--- src/rtl/inputc_mvc_if.sv ---
// Signal bundle between the physical input link, the switch allocator and the crossbar
// for one multi-VC router input channel.
interface inputc_mvc_if #(
    parameter int NVC   = 4,
    parameter int DATAW = 64,
    parameter int VCW   = (NVC > 1) ? $clog2(NVC) : 1
);
    logic [DATAW-1:0] idata;
    logic             ivalid;
    logic [VCW-1:0]   ivch;
    logic [NVC-1:0]   ordy;
    logic [NVC-1:0]   oack;
    logic [NVC-1:0]   olck;
    logic [5*NVC-1:0] irdy;
    logic             req;
    logic [2:0]       port;
    logic             grt;
    logic [DATAW-1:0] odata;
    logic             ovalid;
    logic [VCW-1:0]   ovch;
    logic             err;

    modport master (
        output idata, ivalid, ivch, irdy, grt,
        input  ordy, oack, olck, req, port, odata, ovalid, ovch, err
    );

    modport slave (
        input  idata, ivalid, ivch, irdy, grt,
        output ordy, oack, olck, req, port, odata, ovalid, ovch, err
    );
endinterface

--- src/rtl/inputc_mvc.sv ---
// Multi-VC router input channel: per-VC flit FIFO, XY route computation, packet FSM
// and a round-robin VC mux presenting one switch request per cycle.
module inputc_mvc #(
    parameter int NVC     = 4,
    parameter int DEPTH   = 4,
    parameter int DATAW   = 64,
    parameter int XYW     = 4,
    parameter int MY_XPOS = 0,
    parameter int MY_YPOS = 0
) (
    input  logic        clk,
    input  logic        rst_,
    inputc_mvc_if.slave bus
);
    localparam int VCW = (NVC > 1) ? $clog2(NVC) : 1;
    localparam int AW  = $clog2(DEPTH);
    localparam int RW  = $clog2(5 * NVC);
    localparam logic [XYW-1:0] MY_X    = XYW'(MY_XPOS);
    localparam logic [XYW-1:0] MY_Y    = XYW'(MY_YPOS);
    localparam logic [AW:0]    PTR_ONE = (AW+1)'(1);
    localparam logic [AW:0]    FULL_CNT = (AW+1)'(DEPTH);

    localparam logic [1:0] S_IDLE   = 2'd0;
    localparam logic [1:0] S_ROUTE  = 2'd1;
    localparam logic [1:0] S_ACTIVE = 2'd2;

    localparam logic [2:0] P_N = 3'd0;
    localparam logic [2:0] P_E = 3'd1;
    localparam logic [2:0] P_S = 3'd2;
    localparam logic [2:0] P_W = 3'd3;
    localparam logic [2:0] P_L = 3'd4;

    logic [DATAW-1:0] mem   [NVC][DEPTH];
    logic [AW:0]      wptr  [NVC];
    logic [AW:0]      rptr  [NVC];
    logic [1:0]       state [NVC];
    logic [2:0]       vport [NVC];
    logic [VCW-1:0]   rr;

    logic [DATAW-1:0] front [NVC];
    logic [NVC-1:0]   full, empty, wr, ovf, drop, elig, pop;
    logic             found, grant;
    logic [VCW-1:0]   win;

    function automatic logic [2:0] xy_route(input logic [DATAW-1:0] f);
        logic [XYW-1:0] dx, dy;
        dx = f[2*XYW-1:XYW];
        dy = f[XYW-1:0];
        if (dx > MY_X)      return P_E;
        else if (dx < MY_X) return P_W;
        else if (dy > MY_Y) return P_S;
        else if (dy < MY_Y) return P_N;
        return P_L;
    endfunction

    // Flit type lives in the top two bits: [DATAW-1] marks a head, [DATAW-2] a tail.
    always_comb begin
        logic [AW:0]   cnt;
        logic [RW-1:0] ridx;
        cnt  = '0;
        ridx = '0;
        for (int unsigned v = 0; v < NVC; v++) begin
            cnt      = wptr[v] - rptr[v];
            full[v]  = (cnt == FULL_CNT);
            empty[v] = (cnt == '0);
            front[v] = mem[v][rptr[v][AW-1:0]];
            ovf[v]   = bus.ivalid && (bus.ivch == VCW'(v)) && full[v];
            wr[v]    = bus.ivalid && (bus.ivch == VCW'(v)) && !full[v];
            drop[v]  = (state[v] == S_IDLE) && !empty[v] && !front[v][DATAW-1];
            ridx     = RW'(vport[v]) * RW'(NVC) + RW'(v);
            elig[v]  = (state[v] == S_ACTIVE) && !empty[v] && bus.irdy[ridx];
            bus.olck[v] = (state[v] == S_ACTIVE);
        end
    end

    always_comb begin
        logic [VCW-1:0] cand;
        found = 1'b0;
        win   = '0;
        cand  = '0;
        for (int unsigned i = 0; i < NVC; i++) begin
            cand = VCW'((32'(rr) + i) % NVC);
            if (!found && elig[cand]) begin
                found = 1'b1;
                win   = cand;
            end
        end
        grant = found && bus.grt;
        for (int unsigned v = 0; v < NVC; v++) begin
            pop[v] = drop[v] || (grant && (win == VCW'(v)));
        end
    end

    assign bus.req  = found;
    assign bus.port = found ? vport[win] : P_N;
    assign bus.ordy = ~full;
    assign bus.oack = pop;

    always_ff @(posedge clk) begin
        for (int unsigned v = 0; v < NVC; v++) begin
            if (wr[v]) mem[v][wptr[v][AW-1:0]] <= bus.idata;
        end
    end

    always_ff @(posedge clk or negedge rst_) begin
        if (!rst_) begin
            for (int unsigned v = 0; v < NVC; v++) begin
                wptr[v]  <= '0;
                rptr[v]  <= '0;
                state[v] <= S_IDLE;
                vport[v] <= P_N;
            end
            rr         <= '0;
            bus.ovalid <= 1'b0;
            bus.odata  <= '0;
            bus.ovch   <= '0;
            bus.err    <= 1'b0;
        end else begin
            for (int unsigned v = 0; v < NVC; v++) begin
                if (wr[v])  wptr[v] <= wptr[v] + PTR_ONE;
                if (pop[v]) rptr[v] <= rptr[v] + PTR_ONE;
                case (state[v])
                    S_IDLE:   if (!empty[v] && front[v][DATAW-1]) state[v] <= S_ROUTE;
                    S_ROUTE: begin
                        vport[v] <= xy_route(front[v]);
                        state[v] <= S_ACTIVE;
                    end
                    S_ACTIVE: if (grant && (win == VCW'(v)) && front[v][DATAW-2]) state[v] <= S_IDLE;
                    default:  state[v] <= S_IDLE;
                endcase
            end
            if (grant) rr <= (win == VCW'(NVC - 1)) ? '0 : win + VCW'(1);
            bus.ovalid <= grant;
            bus.odata  <= grant ? front[win] : '0;
            bus.ovch   <= grant ? win : '0;
            bus.err    <= bus.err | (|ovf) | (|drop);
        end
    end
endmodule
--- src/flat_wrapper.sv ---
// flat-port wrapper written by rule: the top's interface ports become plain ports
module inputc_mvc_flat 
#(
    parameter int NVC     = 4,
    parameter int DEPTH   = 4,
    parameter int DATAW   = 64,
    parameter int XYW     = 4,
    parameter int MY_XPOS = 0,
    parameter int MY_YPOS = 0
)
  (clk, rst_, bus_idata, bus_ivalid, bus_ivch, bus_irdy, bus_grt, bus_ordy, bus_oack, bus_olck, bus_req, bus_port, bus_odata, bus_ovalid, bus_ovch, bus_err);
  inputc_mvc_if #(.NVC(NVC), .DATAW(DATAW)) bus_i ();
  input  logic clk;
  input  logic rst_;
  input wire logic [$bits(bus_i.idata)-1:0] bus_idata;
  input wire logic [$bits(bus_i.ivalid)-1:0] bus_ivalid;
  input wire logic [$bits(bus_i.ivch)-1:0] bus_ivch;
  input wire logic [$bits(bus_i.irdy)-1:0] bus_irdy;
  input wire logic [$bits(bus_i.grt)-1:0] bus_grt;
  output wire logic [$bits(bus_i.ordy)-1:0] bus_ordy;
  output wire logic [$bits(bus_i.oack)-1:0] bus_oack;
  output wire logic [$bits(bus_i.olck)-1:0] bus_olck;
  output wire logic [$bits(bus_i.req)-1:0] bus_req;
  output wire logic [$bits(bus_i.port)-1:0] bus_port;
  output wire logic [$bits(bus_i.odata)-1:0] bus_odata;
  output wire logic [$bits(bus_i.ovalid)-1:0] bus_ovalid;
  output wire logic [$bits(bus_i.ovch)-1:0] bus_ovch;
  output wire logic [$bits(bus_i.err)-1:0] bus_err;
  assign bus_i.idata = bus_idata;
  assign bus_i.ivalid = bus_ivalid;
  assign bus_i.ivch = bus_ivch;
  assign bus_i.irdy = bus_irdy;
  assign bus_i.grt = bus_grt;
  assign bus_ordy = bus_i.ordy;
  assign bus_oack = bus_i.oack;
  assign bus_olck = bus_i.olck;
  assign bus_req = bus_i.req;
  assign bus_port = bus_i.port;
  assign bus_odata = bus_i.odata;
  assign bus_ovalid = bus_i.ovalid;
  assign bus_ovch = bus_i.ovch;
  assign bus_err = bus_i.err;
  inputc_mvc #(.NVC(NVC), .DEPTH(DEPTH), .DATAW(DATAW), .XYW(XYW), .MY_XPOS(MY_XPOS), .MY_YPOS(MY_YPOS)) u_core (.clk(clk), .rst_(rst_), .bus(bus_i));
endmodule
--- config.mk ---
export PLATFORM = sky130hd
export DESIGN_NAME = inputc_mvc_flat
export DESIGN_NICKNAME = d
export VERILOG_FILES = /design/src/rtl/inputc_mvc_if.sv /design/src/rtl/inputc_mvc.sv /design/src/flat_wrapper.sv
export SDC_FILE = /design/constraint.sdc
export NUM_CORES = 1
export LEC_CHECK = 0
export CAP_MARGIN = 10
export CORE_MARGIN = 1.5
export CORE_UTILIZATION = 45
export DETAILED_ROUTE_END_ITERATION = 12
export GPL_ROUTABILITY_DRIVEN = 1
export GPL_TIMING_DRIVEN = 0
export PLACE_DENSITY_LB_ADDON = 0.12
export SYNTH_ARGS = -nofsm -noshare
export SYNTH_HDL_FRONTEND = slang
export SYNTH_SLANG_ARGS = --single-unit
--- constraint.sdc ---
create_clock -name clk -period 6.6 [get_ports clk]
set_input_delay 1.98 -clock clk [delete_from_list [all_inputs] [get_ports clk]]
set_output_delay 1.98 -clock clk [all_outputs]
set_load 0.01 [all_outputs]
==> impl_metrics.json, run 1 <==
{
  "dr_total_vias": 20700,
  "hold_path_depth": 1,
  "layout_min_cycle_time_ns": 6.61,
  "synth.distinct_cells": 56,
  "htree_levels": 3,
  "clock-sinks": 1138,
  "cp_max_fo": 10,
  "syn_nets": 2061,
  "die_y_um": 314,
  "hold_end": "u_core.state[2]$_DFFE_PN0P_",
  "cp-startpoint": "bus_irdy[9]",
  "ys.flop_type": "edfxtp_1",
  "die_x_um": 314,
  "crit_top_cell": "buf_4",
  "viasPerCell": 5.71,
  "synth_edf_count": 1024,
  "ys_warn_count": 0,
  "synthCells": 1939,
  "worst_slew_pin_slew_ns": 1.20,
  "grt_pass1_vias": 21700,
  "r2r_slack_ns": 2.15,
  "crit_family": "buffers and inverters",
  "fin_hold_ws_ns": 0.482,
  "multi_input_area_um2": 9470,
  "most-common-layout-cells": "1024 x edfxtp_1, 256 x mux4_2, 165 x clkdlybuf4s50_1, 136 x mux2i_1, 117 x clkbuf_16",
  "io_buffers": 173,
  "areaGrowthSynthToFinish_pct": 18.0,
  "placed_area_um2": 47300,
  "critical_path_required_ns": 4.62,
  "grt_max_degree": 82,
  "ios": 174,
  "gr-usage-all-layers": 0.214,
  "drt_first_pass_iters": 7,
  "hp-class": "reg -> reg",
  "seq_area_um2": 33600,
  "status": "complete, but fails checks",
  "fin_skew_ns": 0.0234,
  "hp-start": "u_core.state[3]$_DFFE_PN0P_",
  "power_density_nw_per_um2": 441,
  "ant_nets": 0,
  "layout_commonest_cell": "edfxtp_1",
  "std_cell_rows": 113,
  "cp-start-kind": "input port",
  "synth_seq_cells": 1138,
  "max-vdd-ir-drop_mv": 0.237,
  "finalPower_mw": 22.6,
  "netlist_area_um2": 43500,
  "yosys-top-cells-area": "edfxtp_1 71%, mux4_2 13%, dfrtp_1 6.6%",
  "wl_per_cell_um": 28.8,
  "rsz0062_at_grt": "yes",
  "fill_cells": 7341,
  "synth_area_leader_cell": "edfxtp_1",
  "synth_top_area_share": 0.707,
  "drv_cap": 0,
  "drive_gt1_frac": 0.232,
  "cp_data_arrival_time_ns": 4.63,
  "p_leak_nw": 17.4,
  "crit_path_max_incr_delay_ns": 0.42,
  "setup_viol": 1,
  "drc_errors": 0,
  "crit_type": "in -> out",
  "grt_pass1_wl_um": 150000,
  "relSlewSlack": 0.203,
  "nNetsFinal": 2384,
  "drt_iter0_markers": 1964,
  "max_freq_mhz": 151,
  "synth.avg_cell_area_um2": 22.4,
  "cts_tree": "yes",
  "fin_crit_sh": 1.00,
  "numCtsBuffers": 116,
  "cts_hold_buffers": 0,
  "crit_chain": "clkdlybuf4s50_1 > mux2_2 > o31ai_4 > a311oi_2 > buf_4 > buf_4 > o41ai_4 > inv_2 > buf_6 > a21o_4 > dlygate4sd2_1",
  "drt-total-wl_um": 104000,
  "routabilityCongestion": 0.810,
  "clkLatencyLatePin_ns": 0.68,
  "hold_viol_final": 0,
  "dp_hpwl_um": 59800,
  "postLayoutSetupSlackWorst_ns": -0.0109,
  "maxSlewViolCount": 0,
  "regToRegStartpoint": "u_core.rptr[10]$_DFFE_PN0P_",
  "core_area_um2": 95300,
  "grt_antenna_before_repair": 9,
  "die-area_um2": 98500,
  "grt_overflow_total": 0,
  "finalInstanceArea_um2": 51300,
  "clkTransAtPathRegs_ns": 0.06,
  "clk_path_buf_depth": 3,
  "crit_path_end_kind": "output pin",
  "violations": "negative setup slack",
  "yosysSeqAreaShare": 0.773,
  "initial_core_util": 0.456,
  "cp_slowest_cell": "clkdlybuf4s50_1",
  "r2r_end": "u_core.mem[0][233]$_DFFE_PP_",
  "r2r_cells": 9,
  "ys_async_sr_fraction": 0.100,
  "cp_num_buf_inv": 6,
  "cts-root-buf": "clkbuf_16"
}
cell type report:
type	instances	share of cell area
clock inverters	65	0.0102
repair buffers	209	0.0462
plain buffers	83	0.0104
multi-input cells	688	0.185
diodes	3	0.000146
clock buffers	153	0.0609
inverters	26	0.00190
well taps	1265	0.0308
flip-flops and latches	1138	0.655
per-stage QoR:
| stage | utilization | setup TNS, ns | setup slack, ns | cells |
|---|---|---|---|---|
| 3_3_place_gp | 0.491 | -1258.82 | -2.06 | 3377 |
| 4_1_cts | 0.537 | 0 | 0.00410 | 3617 |
| 2_1_floorplan | - | 0 | 0.735 | 1939 |
| 6_report | 0.538 | -0.0109 | -0.0109 | 3630 |
| 3_5_place_dp | 0.497 | -6.36 | -1.38 | 3395 |
| 5_1_grt | 0.538 | -0.0803 | -0.0479 | 3629 |
routing by layer:
| metal | share of wire | GRT usage |
|---|---|---|
| met1 | 0.43 | 0.304 |
| met2 | 0.48 | 0.343 |
| met3 | 0.064 | 0.0398 |
| met4 | 0.020 | 0.0536 |
| met5 | 0.0014 | 0.00387 |
cell usage after synthesis (3+ instances only):
cell type	n
ha_1	32
buf_6	13
mux2i_1	136
nand3_1	13
o22ai_1	70
buf_4	13
and2_1	17
a21o_1	8
nor4b_1	5
nand2_2	3
nand2b_1	3
clkbuf_1	45
nor2_1	9
dfrtp_1	114
inv_1	25
xnor2_1	15
a211oi_1	3
o21a_1	6
nor2b_1	12
o221ai_1	4
edfxtp_1	1024
xor2_1	10
nand2_1	24
mux4_2	256
buf_2	15
nor4_1	11
o21ai_0	14
flip-flops by register name, summed over array words and instances, names as in the netlist:
register	flops
u_core.bus.ovalid	1
u_core.bus.odata	64
u_core.rptr	12
u_core.wptr	12
u_core.vport	12
u_core.mem	1024
u_core.bus.err	1
u_core.bus.ovch	2
u_core.state	8
u_core.rr	2
how the worst max path moves through the flow:
| stage | end | slack (ns) | depth (start not counted) |
|---|---|---|---|
| after global routing | bus_oack[1] | -0.05 | 11 |
| final | bus_oack[1] | -0.01 | 11 |
| after detailed placement | bus_oack[0] | -1.38 | 16 |
| after global placement | u_core.bus.odata[41]$_DFF_PN0_ | -2.06 | 1 |
| after CTS | bus_oack[0] | 0.004 | 11 |
| after floorplan | bus_oack[0] | 0.74 | 10 |
worst reg2reg max path, cell delays in order, from the launching register on:
cell and delay, ns:
dfrtp_1 0.38, clkbuf_2 0.64, inv_1 0.16, ha_1 0.24, nor2b_1 0.23, xor2_1 0.47
nor2_1 0.20, nor4b_2 0.71, and2_4 0.72, buf_16 0.34
power breakdown:
part / switching, mW / internal [mW]
clock network: 2.66 / 3.62
registers: 0.258 / 8.54
logic: 4.19 / 3.35
cell families after synthesis:
kind of cell | Yosys count | share of synthesized area
buffers and inverters | 113 | 0.0136
muxes | 394 | 0.164
and+or+nand+nor | 112 | 0.0148
adders and majority gates | 32 | 0.00921
xor gates and xnor gates | 25 | 0.00504
AOI/OAI and AO/OA | 125 | 0.0199
DFF | 1138 | 0.773
repair_timing:
item	CTS	global route
setup endpoints to repair	9	6
gates resized for setup	39	17
hold endpoints to repair	0	0
pin swaps	6	10
buffers inserted	8	8
Note: power is estimated with default switching activity, not from simulation.
==> run 2, diff against run 1 <==
CAP_MARGIN = 25   (was 10)
==> impl_metrics.json, run 2 (synthesis gave the netlist of run 1 again) <==
{
  "fill_cells": 7288,
  "initial_core_util": 0.456,
  "pre_cts_slack_ns": -1.41,
  "relSlewSlack": 0.345,
  "ant_nets": 0,
  "std_cell_rows": 113,
  "combinationalPowerShare": 0.337,
  "layout_commonest_cell": "edfxtp_1",
  "fin_cells": 3645,
  "clock-sinks": 1138,
  "power.internal_mw": 15.7,
  "numCtsBuffers": 117,
  "clk_path_buf_depth": 3,
  "drc_errors": 0,
  "r2r_cells": 10,
  "core_area_um2": 95300,
  "viasPerCell": 5.72,
  "cp_max_fo": 10,
  "dr_total_vias": 20900,
  "cp_data_arrival_time_ns": 4.57,
  "dp_hpwl_um": 60600,
  "ios": 174,
  "hold_path_depth": 1,
  "wl_per_cell_um": 28.8,
  "crit_path_end_kind": "output pin",
  "die_y_um": 314,
  "die_x_um": 314,
  "grt_max_degree": 82,
  "cp-start-kind": "input port",
  "critical_path_required_ns": 4.62,
  "grt_pass1_vias": 21800,
  "fin_skew_ns": 0.0319,
  "hp-start": "u_core.state[3]$_DFFE_PN0P_",
  "multi_input_area_um2": 9470,
  "largest_reg_flops": 1024,
  "fin_crit_sh": 0.993,
  "r2r_slack_ns": 2.30,
  "nNetsFinal": 2401,
  "seqPwrFrac": 0.384,
  "cts_tree": "yes",
  "dp_cells": 3407,
  "max-vdd-ir-drop_mv": 0.223,
  "maxSlewViolCount": 0,
  "regToRegStartpoint": "u_core.rptr[10]$_DFFE_PN0P_",
  "cts-root-buf": "clkbuf_16",
  "max_freq_mhz": 153,
  "power_frac_clock": 0.280,
  "io_buffers": 173,
  "p_leak_nw": 17.6,
  "postLayoutSetupSlackWorst_ns": 0.0484,
  "grt_antenna_before_repair": 8,
  "drive_gt1_frac": 0.235,
  "rsz0062_at_grt": "yes",
  "cts_hold_buffers": 0,
  "swShare": 0.313,
  "drt-total-wl_um": 105000,
  "r2r_end": "u_core.mem[0][233]$_DFFE_PP_",
  "routabilityCongestion": 0.810,
  "hold_end": "u_core.state[2]$_DFFE_PN0P_",
  "hp-class": "reg -> reg",
  "crit_type": "in -> out",
  "grt_pass1_wl_um": 151000,
  "drt_iter0_markers": 1989,
  "grt_overflow_total": 0,
  "seq_area_um2": 33600,
  "drt_first_pass_iters": 5,
  "hold_viol_final": 0,
  "die-area_um2": 98500,
  "drv_cap": 0,
  "areaGrowthSynthToFinish_pct": 18.7,
  "clkTransAtPathRegs_ns": 0.06,
  "status": "finished clean",
  "worst_slew_pin_slew_ns": 0.982,
  "power_density_nw_per_um2": 444,
  "layout_min_cycle_time_ns": 6.55,
  "most-common-layout-cells": "1024 x edfxtp_1, 256 x mux4_2, 164 x clkdlybuf4s50_1, 135 x mux2i_1, 118 x clkbuf_16",
  "clkLatencyLatePin_ns": 0.70,
  "htree_levels": 3,
  "p_sw_mw": 7.18,
  "setup_viol": 0,
  "gr-usage-all-layers": 0.214
}
[run 2: critical path: stages]
cell and delay (ns):
clkdlybuf4s50_1 0.41, a21o_1 0.19, a211oi_2 0.35, a311oi_2 0.11
buf_4 0.17, buf_4 0.13, o41ai_4 0.37, inv_2 0.14
buf_6 0.17, a21o_4 0.25, dlygate4sd2_1 0.29
[run 2: final cells by class]
cell class	instances	area share
Tap cell	1265	0.0307
Timing Repair Buffer	226	0.0508
Buffer	82	0.0101
Clock inverter	56	0.00984
Sequential cell	1138	0.651
Antenna cell	2	0.0000970
Clock buffer	162	0.0622
Inverter	26	0.00189
Multi-Input combinational cell	688	0.183
[run 2: layer usage]
metal | GRT usage | wire, µm | vias to the layer above
met5 | 0 | 74 | -
met4 | 0.0500 | 1810 | 12
met3 | 0.0389 | 6890 | 141
met2 | 0.343 | 50400 | 685
met1 | 0.309 | 46000 | 11200
li1 | - | - | 8812
[run 2: worst max path at each step]
stage                                endpoint  cells after the start                  startpoint
2_1_floorplan                     bus_oack[0]                     10                bus_irdy[17]
3_3_place_gp   u_core.bus.odata[41]$_DFF_PN0_                      1                        rst_
3_5_place_dp                      bus_oack[0]                     16  u_core.rptr[4]$_DFFE_PN0P_
4_1_cts                           bus_oack[2]                     12                bus_irdy[17]
5_1_grt                           bus_oack[1]                     11                 bus_irdy[5]
6_report                          bus_oack[1]                     11                 bus_irdy[5]
[run 2: repair_timing]
item,CTS,global route
gates resized for setup,42,10
gates cloned,0,0
buffers inserted,9,9
pin swaps,7,8
endpoints found under the setup margin,9,7
[run 2: metrics by stage]
stage	instance area, µm²	total power, mW	hold slack [ns]	TNS, ns	utilization
finish	51600	22.9	0.483	0	0.542
global route	51600	23.8	0.496	-0.0106	0.542
CTS	51400	23.0	0.481	0	0.540
detailed placement	47500	16.4	0.480	-6.70	0.498
global placement	46800	16.2	0.467	-1258.82	0.491
floorplan	43500	13.6	0.441	0	-
[run 2: power by group through the flow]
stage          clock network, mW  registers [mW]  logic [mW]
2_1_floorplan                  0            8.92        4.68
3_3_place_gp                   0            8.97        7.19
3_5_place_dp                   0            8.93        7.46
4_1_cts                     6.53            8.79        7.67
6_report                    6.42            8.80        7.72
5_1_grt                     6.80            8.85        8.19
